`config.mk`:
```
export PLATFORM = sky130hd
export DESIGN_NAME = mem_access_ctrl
export DESIGN_NICKNAME = d
export VERILOG_FILES = /design/src/rtl/cpu_mem_pkg.sv /design/src/rtl/mem_wait_counter.sv /design/src/rtl/mem_access_ctrl.sv
export SDC_FILE = /design/constraint.sdc
export NUM_CORES = 1
export LEC_CHECK = 0
export BUFFER_PORTS_ARGS = -buffer_cell sky130_fd_sc_hd__buf_4
export CAP_MARGIN = 20
export CORE_MARGIN = 2
export CORE_UTILIZATION = 47
export CTS_BUF_LIST = sky130_fd_sc_hd__clkbuf_2
export CTS_CLUSTER_DIAMETER = 150
export DETAILED_ROUTE_END_ITERATION = 6
export PLACE_DENSITY = 0.88
export REMOVE_ABC_BUFFERS = 1
export SYNTH_ARGS = -nofsm -noshare
export SYNTH_HDL_FRONTEND = slang
export SYNTH_SLANG_ARGS = --single-unit
export TNS_END_PERCENT = 30
```
`constraint.sdc`:
```
create_clock -name clock -period 3.1 [get_ports clock]
set_clock_uncertainty 0.1 [all_clocks]
set_input_delay 0.31 -clock clock [delete_from_list [all_inputs] [get_ports clock]]
set_output_delay 0.31 -clock clock [all_outputs]
set_load 0.1 [all_outputs]
```
`src/rtl/cpu_mem_pkg.sv`:
```
// Shared definitions for the CPU memory access controller: FSM state
// encoding, grant identifiers, bus widths, wait-cycle bounds and the
// fetch/load-store arbitration rule.
package cpu_mem_pkg;

    // Controller FSM states
    typedef enum logic [1:0] {
        ST_IDLE   = 2'd0,
        ST_ADDR   = 2'd1,
        ST_ACCESS = 2'd2,
        ST_DONE   = 2'd3
    } state_t;

    // Which requester owns the current transaction
    typedef enum logic {
        GRANT_FETCH = 1'b0,
        GRANT_LS    = 1'b1
    } grant_t;

    // Legal range of memory access cycles per transaction
    localparam int WAIT_MIN = 1;
    localparam int WAIT_MAX = 15;

    // Wait counter only ever holds WAIT_CYCLES-1, so 4 bits cover WAIT_MAX
    localparam int CNT_W  = 4;
    localparam int ADDR_W = 9;
    localparam int DATA_W = 32;

    // Force a wait-cycle parameter into the legal range so an out-of-range
    // value can never produce a zero-length or wrapped access window.
    function automatic int clamp_wait(input int wait_cycles);
        if (wait_cycles < WAIT_MIN) begin
            return WAIT_MIN;
        end
        if (wait_cycles > WAIT_MAX) begin
            return WAIT_MAX;
        end
        return wait_cycles;
    endfunction

    // Pick the winner among pending requests. A lone requester always wins.
    // With both pending, load/store has priority unless it won last time,
    // which makes continuous contention alternate between the two.
    function automatic grant_t arbitrate(
        input logic   fetch_req,
        input logic   ls_req,
        input grant_t last_grant
    );
        grant_t winner;
        winner = GRANT_FETCH;
        if (fetch_req && ls_req) begin
            if (last_grant == GRANT_LS) begin
                winner = GRANT_FETCH;
            end else begin
                winner = GRANT_LS;
            end
        end else if (ls_req) begin
            winner = GRANT_LS;
        end
        return winner;
    endfunction

endpackage

```
`src/rtl/mem_wait_counter.sv`:
```
// Down-counter that times the ACCESS phase of a memory transaction.
// It is loaded with the number of remaining access cycles, decrements once
// per enabled edge, stops at zero and flags when it has reached zero.
module mem_wait_counter
    import cpu_mem_pkg::*;
#(
    parameter int WIDTH = CNT_W
) (
    input  logic             clock,
    input  logic             clear,
    input  logic             load,
    input  logic [WIDTH-1:0] load_value,
    input  logic             dec,
    output logic             zero
);

    logic [WIDTH-1:0] count;

    // Count register: load takes priority over decrement, and it saturates at zero
    // NOTE: clocked state uses non-blocking (<=) so every register samples
    // pre-edge values; blocking here would create order-dependent races.
    always_ff @(posedge clock or posedge clear) begin
        if (clear) begin
            count <= '0;
        end else if (load) begin
            count <= load_value;
        end else if (dec && (count != '0)) begin
            count <= count - WIDTH'(1);
        end
    end

    assign zero = (count == '0);

endmodule

```
`src/rtl/mem_access_ctrl.sv`:
```
// Memory access controller shared by instruction fetch and load/store.
// Each transaction runs IDLE -> ADDR -> ACCESS (WAIT_CYCLES cycles with a
// strobe held) -> DONE (one-cycle completion pulse) -> IDLE. Address, store
// data and direction are captured at grant time, so requesters may change
// their inputs once the transaction is under way.
module mem_access_ctrl
    import cpu_mem_pkg::*;
#(
    parameter int WAIT_CYCLES = 2
) (
    input  logic        clock,
    input  logic        clear,
    input  logic        fetch_req,
    input  logic [8:0]  fetch_addr,
    input  logic        ls_req,
    input  logic        ls_we,
    input  logic [8:0]  ls_addr,
    input  logic [31:0] ls_wdata,
    input  logic [31:0] mem_rdata,
    output logic [8:0]  mem_addr,
    output logic [31:0] mem_wdata,
    output logic        mem_rd,
    output logic        mem_wr,
    output logic [31:0] rdata,
    output logic        fetch_done,
    output logic        ls_done,
    output logic        busy
);

    // Counter is loaded with WAIT_CYCLES-1: the edge that sees zero is the
    // last ACCESS edge, giving exactly WAIT_CYCLES strobe cycles.
    localparam int              WAIT_EFF   = clamp_wait(WAIT_CYCLES);
    localparam logic [CNT_W-1:0] LOAD_VALUE = CNT_W'(WAIT_EFF - 1);

    state_t state;
    state_t state_next;

    grant_t grantee;      // owner of the transaction in flight
    grant_t last_grant;   // owner of the most recent grant, for alternation
    grant_t winner;       // arbitration result for the current IDLE cycle
    logic   store_q;      // captured direction: 1 = store

    logic   take_grant;
    logic   cnt_load;
    logic   cnt_dec;
    logic   cnt_zero;
    logic   capture_read;

    assign winner = arbitrate(fetch_req, ls_req, last_grant);

    // State register; clear aborts any transaction without a done pulse
    always_ff @(posedge clock or posedge clear) begin
        if (clear) begin
            state <= ST_IDLE;
        end else begin
            state <= state_next;
        end
    end

    // Next-state, counter control and output strobes derived from the state
    // NOTE: every signal gets a default at the top of this block so no path
    // leaves one unassigned, which would otherwise infer a latch.
    always_comb begin
        state_next   = state;
        take_grant   = 1'b0;
        cnt_load     = 1'b0;
        cnt_dec      = 1'b0;
        capture_read = 1'b0;
        mem_rd       = 1'b0;
        mem_wr       = 1'b0;
        fetch_done   = 1'b0;
        ls_done      = 1'b0;
        busy         = 1'b1;

        case (state)
            ST_IDLE: begin
                busy = 1'b0;
                if (fetch_req || ls_req) begin
                    take_grant = 1'b1;
                    state_next = ST_ADDR;
                end
            end
            ST_ADDR: begin
                cnt_load   = 1'b1;
                state_next = ST_ACCESS;
            end
            ST_ACCESS: begin
                mem_rd = !store_q;
                mem_wr = store_q;
                if (cnt_zero) begin
                    capture_read = !store_q;
                    state_next   = ST_DONE;
                end else begin
                    cnt_dec = 1'b1;
                end
            end
            ST_DONE: begin
                fetch_done = (grantee == GRANT_FETCH);
                ls_done    = (grantee == GRANT_LS);
                state_next = ST_IDLE;
            end
            default: begin
                state_next = ST_IDLE;
            end
        endcase
    end

    // Grant capture: owner, direction, address and store data frozen at grant
    always_ff @(posedge clock or posedge clear) begin
        if (clear) begin
            grantee    <= GRANT_FETCH;
            last_grant <= GRANT_FETCH;
            store_q    <= 1'b0;
            mem_addr   <= '0;
            mem_wdata  <= '0;
        end else if (take_grant) begin
            grantee    <= winner;
            last_grant <= winner;
            if (winner == GRANT_LS) begin
                store_q   <= ls_we;
                mem_addr  <= ls_addr;
                mem_wdata <= ls_wdata;
            end else begin
                store_q   <= 1'b0;
                mem_addr  <= fetch_addr;
            end
        end
    end

    // Read data capture on the final ACCESS edge of a load or fetch
    always_ff @(posedge clock or posedge clear) begin
        if (clear) begin
            rdata <= '0;
        end else if (capture_read) begin
            rdata <= mem_rdata;
        end
    end

    mem_wait_counter #(
        .WIDTH (CNT_W)
    ) u_wait_counter (
        .clock      (clock),
        .clear      (clear),
        .load       (cnt_load),
        .load_value (LOAD_VALUE),
        .dec        (cnt_dec),
        .zero       (cnt_zero)
    );

endmodule

```
==> impl_metrics.env, run 1 <==
export IMPL_drt_initial_drc_count=75
export IMPL_cts_tree="built"
export IMPL_place_port_buffers=164
export IMPL_avgRoutedWirePerCell_um=17.30
export IMPL_path_max_fanout=9
export IMPL_via_count=2833
export IMPL_synth_cells=224
export IMPL_synth_area_mm2=0.003303
export IMPL_numCtsBuffers=9
export IMPL_r2r_end="rdata[8]"
export IMPL_ant_nets=0
export IMPL_crit_arrival_ns=1.92
export IMPL_cpMaxStageDelayCell="dfrtp_1"
export IMPL_fin_crit_sh_pct=75.13
export IMPL_dpl_hpwl_mm=5.788
export IMPL_worstSetupEndpointType="output port"
export IMPL_coreArea_mm2=0.006794
export IMPL_rr_worst_depth=6
export IMPL_worstReg2RegStart="state[0]"
export IMPL_die_y_um=87.84
export IMPL_period_minus_slack_ns=2.329
export IMPL_min_delay_worst_endpoint="mem_addr[4]"
export IMPL_hold_buffers=80
export IMPL_rrSetupSlack_ns=0.91
export IMPL_antenna_found_initial=0
export IMPL_clockBufferDepth=2
export IMPL_setup_viol=0
export IMPL_crit_chain="inv_1, ha_1, nor2b_1, buf_4"
export IMPL_grt_overflow=0
export IMPL_grt_total_usage_pct=26.39
export IMPL_yosysSeqAreaShare_pct=61.36
export IMPL_slew_headroom_pct=70.99
export IMPL_vias_per_cell=4.910
export IMPL_critPathLaunchType="flip-flop"
export IMPL_syn_to_final_growth_pct=68.79
export IMPL_outcome="completed"
export IMPL_htreeDepth=3
export IMPL_fin_tns_setup_ns=0
export IMPL_tightest_slew_ns=0.4351
export IMPL_yosys_cell_types_count=29
export IMPL_cts_resized=0
export IMPL_clock_sinks=81
export IMPL_crit_required_ns=2.69
export IMPL_nets=570
export IMPL_rsz0062_at_grt="false"
export IMPL_clk_pin_slew_worst_paths_ns=0.20
export IMPL_first_pass_iters=4
export IMPL_drcViolationCount=0
export IMPL_nFillCells=362
export IMPL_num_io_pins=165
export IMPL_yosys_warnings=0
export IMPL_min_path_cells=3
export IMPL_rows=30
export IMPL_startpoint="state[0]"
export IMPL_place_congestion=0.7696
export IMPL_post_cts_buffers=0
export IMPL_die_area_mm2=0.007715
export IMPL_critPathKind="reg2out"
export IMPL_slew_viol_final=0
export IMPL_hold_viol=0
export IMPL_root_buffer="clkbuf_2"
export IMPL_die_x_um=87.84
export IMPL_start_util_pct=48.62
export IMPL_grt_first_pass_wirelength_mm=15.21
export IMPL_num_antenna_cells=0
export IMPL_grt_pass1_vias=3163
export IMPL_avgSynthCellArea_um2=14.75
export IMPL_layout_drive_gt1_share_pct=53.01
export IMPL_hp_class="in2reg"
export IMPL_clock_latency_ns=0.49
export IMPL_hold_start="ls_addr[4]"
export IMPL_grt_max_degree=47
export IMPL_ys_ff_latch=81
export IMPL_totalWireLength_mm=9.981
export IMPL_max_freq_mhz=429.4
export IMPL_drv_cap=0
export IMPL_max_stage_delay_ns=0.46
## cells in the mapped netlist
cell	number	share of area, %
inv_1	6	0.68
nand2_2	1	0.19
a31o_2	1	0.27
nand4b_1	1	0.27
nand2_1	13	1.5
buf_2	4	0.61
nor2_1	3	0.34
nor4_4	1	0.64
mux2_2	63	21
and2_4	1	0.27
dfrtp_1	81	61
nor3b_1	2	0.45
nor2b_1	2	0.38
o32a_1	1	0.30
a211oi_1	1	0.23
clkbuf_1	2	0.23
a21oi_1	2	0.30
o21ai_0	10	1.5
or3b_4	1	0.34
mux2i_1	10	3.0
mux2_1	2	0.68
a32o_1	1	0.30
a21oi_2	1	0.27
buf_4	1	0.23
nor4b_1	1	0.27
buf_6	3	1.0
ha_1	6	2.3
a21boi_1	1	0.23
and2_1	2	0.38
## layer usage
metal | global-route usage [%] | up-vias | part of all wire (%)
li1 | - | 1296 | -
met2 | 49.45 | 142 | 54
met4 | 13.29 | 0 | 2.8
met3 | 6.692 | 25 | 8.0
met1 | 26.91 | 1370 | 36
met5 | 0 | - | 0
## cell usage in the layout (no fill, tap or decap), types with 2 or more instances in the layout
cell           netlist  final
a21oi_1              2      2
inv_1                6      5
dfrtp_1             81     81
ha_1                 6      6
mux2_1               2      2
nor2b_1              2      2
clkbuf_2             0      9
mux2_2              63     63
buf_4                1    170
mux2i_1             10     10
clkinv_2             0      3
and2_1               2      2
nor2_1               3      3
nor3b_1              2      2
nand2_1             13     13
o21ai_0             10      9
dlygate4sd3_1        0     81
## area by class of cell
class                           count  area, um^2  area share, %
Timing Repair Buffer              252        2115          37.93
Sequential cell                    81        2027          36.36
Multi-Input combinational cell    127        1185          21.25
Tap cell                           96       120.1          2.154
Clock inverter                      6       60.06          1.077
Clock buffer                        9       45.04         0.8079
Inverter                            6       23.77         0.4264
## registers in the layout, summed over array words and instances (netlist names)
name	cells
mem_addr	9
u_wait_counter.count	4
state	2
last_grant	1
rdata	32
store_q	1
mem_wdata	32
## stage by stage
stage	utilization, %	worst slack (ns)	area, um^2	cells	hold WS [ns]
2_1_floorplan	-	0.4439	3234	214	0.3447
3_3_place_gp	68.07	1.044	4624	479	0.3644
3_5_place_dp	68.47	0.9528	4652	480	0.2227
4_1_cts	81.80	0.7475	5558	575	0.001408
5_1_grt	82.06	0.6588	5575	577	0.0007415
6_report	82.06	0.7710	5575	577	0.04220
## worst max-delay path, delay by kind of cell (launching register included)
| kind | cells | cell delay [ns] |
|---|---|---|
| flip-flops | 1 | 0.46 |
| buffers and inverters | 2 | 0.42 |
| adder cells (fa/ha/maj) | 1 | 0.36 |
| AND/OR/NAND/NOR | 1 | 0.19 |
## worst max path at each step
stage | end | slack [ns] | cells past startpoint
6_report | mem_rd | 0.77 | 4
3_3_place_gp | rdata[29] | 1.04 | 6
3_5_place_dp | rdata[26] | 0.95 | 6
4_1_cts | mem_rd | 0.75 | 4
2_1_floorplan | mem_wdata[0] | 0.44 | 3
5_1_grt | mem_rd | 0.66 | 4
## cells by family after synthesis
kind of cell / Yosys count / synth area share (%)
flops: 81 / 61.36
mux: 75 / 25.19
simple gates: 28 / 5.000
compound gates: 18 / 3.409
buf+inv: 16 / 2.765
fa+ha+maj: 6 / 2.273
Power of run 1 is not shown: default switching activity piles up to over one toggle a cycle in this logic, so the estimate is an artifact.
==> run 2, diff against run 1 <==
==> constraint.sdc (replaced) <==
create_clock -name clock -period 2.3 [get_ports clock]
set_clock_uncertainty 0.1 [all_clocks]
set_input_delay 0.23 -clock clock [delete_from_list [all_inputs] [get_ports clock]]
set_output_delay 0.23 -clock clock [all_outputs]
set_load 0.1 [all_outputs]
==> impl_metrics.env, run 2 (synthesized netlist as in run 1, its figures left out) <==
export IMPL_layout_common_cells="buf_4, dlygate4sd3_1, dfrtp_1, mux2_2, nand2_1"
export IMPL_max_freq_mhz=462.3
export IMPL_ant_nets=0
export IMPL_totalWireLength_mm=9.578
export IMPL_crit_required_ns=1.97
export IMPL_layout_drive_gt1_share_pct=52.66
export IMPL_path_max_fanout=8
export IMPL_hold_viol=0
export IMPL_place_congestion=0.7897
export IMPL_drv_cap=0
export IMPL_first_pass_iters=4
export IMPL_numCtsBuffers=9
export IMPL_place_port_buffers=164
export IMPL_antenna_found_initial=0
export IMPL_die_x_um=87.84
export IMPL_cts_tree="built"
export IMPL_worstSetupEndpointType="output port"
export IMPL_syn_to_final_growth_pct=71.21
export IMPL_avgRoutedWirePerCell_um=16.37
export IMPL_grt_max_degree=50
export IMPL_dp_slack_ns=0.4825
export IMPL_htreeDepth=3
export IMPL_start_util_pct=48.62
export IMPL_crit_arrival_ns=1.83
export IMPL_slew_headroom_pct=61.74
export IMPL_setup_viol=0
export IMPL_via_count=2804
export IMPL_die_area_mm2=0.007715
export IMPL_final_seq_area_mm2=0.002027
export IMPL_drcViolationCount=0
export IMPL_clk_pin_slew_worst_paths_ns=0.25
export IMPL_nets=576
export IMPL_multi_input_area_mm2=0.001187
export IMPL_grt_total_usage_pct=25.30
export IMPL_num_io_pins=165
export IMPL_layout_commonest_cell="buf_4"
export IMPL_final_core_util_pct=83.24
export IMPL_vias_per_cell=4.793
export IMPL_coreArea_mm2=0.006794
export IMPL_outcome="completed"
export IMPL_clock_sinks=81
export IMPL_nFillCells=344
export IMPL_drt_initial_drc_count=55
export IMPL_whs_ns=0.1752
export IMPL_tightest_slew_ns=0.5733
export IMPL_setup_ws_ns=0.1371
export IMPL_reg_largest_list="mem_wdata: 32 flops, rdata: 32 flops, mem_addr: 9 flops"
export IMPL_dpl_hpwl_mm=5.694
export IMPL_rows=30
export IMPL_clockBufferDepth=2
export IMPL_period_minus_slack_ns=2.163
export IMPL_rrSetupSlack_ns=0.34
export IMPL_root_buffer="clkbuf_2"
export IMPL_clock_latency_ns=0.49
export IMPL_grt_overflow=0
export IMPL_grt_pass1_vias=3150
export IMPL_grt_first_pass_wirelength_mm=14.68
export IMPL_rsz0062_at_grt="false"
export IMPL_slew_viol_final=0
export IMPL_fin_crit_sh_pct=94.04
export IMPL_die_y_um=87.84
export IMPL_hp_class="in2async"
export IMPL_critPathKind="reg2out"
export IMPL_critPathLaunchType="flip-flop"
run 2: cell types whose count changed in the layout (fill, tap and decap cells not counted), sizes merged:
| cell | delta |
|---|---|
| dlygate4sd3 | +6 |
| inv | +2 |
| bufinv | -1 |
| clkinv | -1 |
| clkinvlp | +1 |
| diode | +1 |
run 2: final timing paths:
check | startpoint | end | cells after the start
setup / recovery | state[0] | mem_rd | 5
hold / removal | clear | rdata[29] | 3
max in group asynchronous | clear | u_wait_counter.count[2] | 4
setup reg to reg | last_grant | mem_addr[4] | 5
hold reg to reg | mem_addr[7] | mem_addr[7] | 2
min in group clock | ls_wdata[30] | mem_wdata[30] | 3
run 2: cell type report:
class | instances | area share (%)
Timing Repair Buffer | 258 | 38.83
Sequential cell | 81 | 35.84
Multi-Input combinational cell | 127 | 21.00
Tap cell | 96 | 2.124
Clock inverter | 7 | 0.9513
Clock buffer | 9 | 0.7965
Inverter | 6 | 0.4204
Antenna cell | 1 | 0.04425
run 2: timing repair:
item	in CTS	in global routing
hold buffers	87	0
hold endpoints to repair	106	0
setup endpoints to repair	0	2
gates resized for setup	0	2
buffers inserted	0	1
run 2: stage by stage:
| step | cell area [um^2] | TNS (ns) | instances |
|---|---|---|---|
| global placement | 4669 | 0 | 480 |
| global route | 5653 | 0 | 584 |
| detailed placement | 4669 | 0 | 480 |
| finish | 5655 | 0 | 585 |
| CTS | 5639 | 0 | 583 |
| floorplan | 3234 | -29.22 | 214 |
run 2: routing by layer:
layer / global-route usage (%) / vias up / share of wire (%)
met3: 5.844 / 22 / 7.6
met5: 0 / - / 0
met4: 10.49 / 0 / 2.0
met2: 47.25 / 138 / 54
li1: - / 1303 / -
met1: 27.33 / 1341 / 37
run 2: critical path, cell delays in order (launching register included):
cell	delay (ns)
dfrtp_1	0.45
inv_1	0.13
ha_2	0.20
buf_4	0.15
nor2b_1	0.17
buf_6	0.24
Power of run 2 is left out for the same reason.
==> run 3, diff against run 2 <==
--- a/config.mk
+++ b/config.mk
@@ -5,6 +5,7 @@
 export SDC_FILE = /design/constraint.sdc
 export NUM_CORES = 1
 export LEC_CHECK = 0
+export ABC_AREA = 0
 export BUFFER_PORTS_ARGS = -buffer_cell sky130_fd_sc_hd__buf_4
 export CAP_MARGIN = 20
 export CORE_MARGIN = 2
@@ -12,7 +13,8 @@
 export CTS_BUF_LIST = sky130_fd_sc_hd__clkbuf_2
 export CTS_CLUSTER_DIAMETER = 150
 export DETAILED_ROUTE_END_ITERATION = 6
-export PLACE_DENSITY = 0.88
+export MAX_ROUTING_LAYER = met4
+export PLACE_DENSITY = 0.83
 export REMOVE_ABC_BUFFERS = 1
 export SYNTH_ARGS = -nofsm -noshare
 export SYNTH_HDL_FRONTEND = slang
==> impl_metrics.env, run 3 (synthesized netlist as in run 1, its figures left out) <==
export IMPL_numCtsBuffers=9
export IMPL_place_inst=479
export IMPL_nFillCells=362
export IMPL_nets=572
export IMPL_htreeDepth=3
export IMPL_slew_viol_final=0
export IMPL_fin_crit_sh_pct=94.95
export IMPL_die_y_um=87.84
export IMPL_instances_no_fill=580
export IMPL_grt_pass1_vias=3037
export IMPL_clk_pin_slew_worst_paths_ns=0.23
export IMPL_path_max_fanout=9
export IMPL_antenna_found_initial=0
export IMPL_avgRoutedWirePerCell_um=16.03
export IMPL_coreArea_mm2=0.006794
export IMPL_crit_arrival_ns=1.85
export IMPL_rrSetupSlack_ns=0.29
export IMPL_start_util_pct=48.62
export IMPL_critPathLaunchType="flip-flop"
export IMPL_setup_viol=0
export IMPL_reg_largest_list="mem_wdata: 32 flops, rdata: 32 flops, mem_addr: 9 flops"
export IMPL_layout_commonest_cell="buf_4"
export IMPL_min_delay_worst_endpoint="state[0]"
export IMPL_num_io_pins=165
export IMPL_ant_nets=0
export IMPL_syn_to_final_growth_pct=70.76
export IMPL_totalWireLength_mm=9.295
export IMPL_min_path_cells=3
export IMPL_die_area_mm2=0.007715
export IMPL_grt_max_degree=52
export IMPL_drv_cap=0
export IMPL_dpl_hpwl_mm=5.452
export IMPL_rows=30
export IMPL_grt_first_pass_wirelength_mm=14.36
export IMPL_crit_required_ns=1.97
export IMPL_root_buffer="clkbuf_2"
export IMPL_num_antenna_cells=0
export IMPL_worstReg2RegStart="state[0]"
export IMPL_worstSetupEndpointType="output port"
export IMPL_place_congestion=0.8024
export IMPL_period_minus_slack_ns=2.184
export IMPL_startpoint="state[0]"
export IMPL_place_port_buffers=164
export IMPL_drcViolationCount=0
export IMPL_cts_tree="built"
export IMPL_max_freq_mhz=457.9
export IMPL_clock_latency_ns=0.50
export IMPL_drt_initial_drc_count=94
export IMPL_clockBufferDepth=2
export IMPL_hp_class="in2reg"
export IMPL_post_cts_buffers=0
export IMPL_whs_ns=0.06898
export IMPL_clock_sinks=81
export IMPL_rsz0062_at_grt="false"
export IMPL_grt_total_usage_pct=25.39
export IMPL_layout_drive_gt1_share_pct=52.89
export IMPL_hold_start="ls_req"
export IMPL_grt_overflow=0
export IMPL_tightest_slew_ns=0.5604
export IMPL_via_count=2813
export IMPL_r2r_end="rdata[29]"
export IMPL_first_pass_iters=4
export IMPL_vias_per_cell=4.850
export IMPL_fin_tns_setup_ns=0
export IMPL_layout_common_cells="buf_4, dlygate4sd3_1, dfrtp_1, mux2_2, nand2_1"
export IMPL_hold_viol=0
export IMPL_critPathKind="reg2out"
export IMPL_rr_worst_depth=6
export IMPL_final_core_util_pct=83.02
export IMPL_die_x_um=87.84
export IMPL_slew_headroom_pct=62.60
export IMPL_outcome="completed"
-- run 3: how the worst max path moves through the flow --
stage / endpoint / slack (ns) / cells past startpoint
after CTS: mem_rd / 0.05 / 4
after detailed placement: rdata[21] / 0.26 / 6
final: mem_wr / 0.12 / 4
after global routing: mem_rd / 0.003 / 4
after floorplan: mem_wdata[0] / -0.36 / 3
after global placement: rdata[25] / 0.37 / 6
-- run 3: worst max-delay path: stages, from the launching register on --
cell and delay [ns]:
dfrtp_1 0.47, inv_1 0.13, ha_2 0.29, and2_1 0.17, buf_4 0.29
-- run 3: final cells by class --
type,count,area [um^2],area share [%]
clock buffers,9,45.04,0.7986
clock inverters,7,76.32,1.353
inverters,6,23.77,0.4215
multi-input cells,127,1187,21.05
flip-flops and latches,81,2027,35.94
well taps,96,120.1,2.130
repair buffers,254,2161,38.31
-- run 3: repair_timing --
item	CTS	global route
hold endpoints to repair	104	0
gates resized for setup	1	1
pin swaps	0	0
gates cloned	0	0
hold buffers	85	0
endpoints found under the setup margin	2	1
-- run 3: routing by layer --
layer | vias to the layer above | global-route usage [%] | part of all wire [%]
met4 | 0 | 10.49 | 2.8
met1 | 1357 | 28.89 | 39
li1 | 1298 | - | -
met5 | - | - | 0
met2 | 133 | 43.53 | 51
met3 | 25 | 5.278 | 7.0
-- run 3: through the flow --
stage / setup slack, ns / instance area [um^2]
3_5_place_dp: 0.2631 / 4662
3_3_place_gp: 0.3664 / 4662
6_report: 0.1163 / 5640
5_1_grt: 0.002646 / 5640
2_1_floorplan: -0.3561 / 3234
4_1_cts: 0.04600 / 5637
Power of run 3 is left out for the same reason.
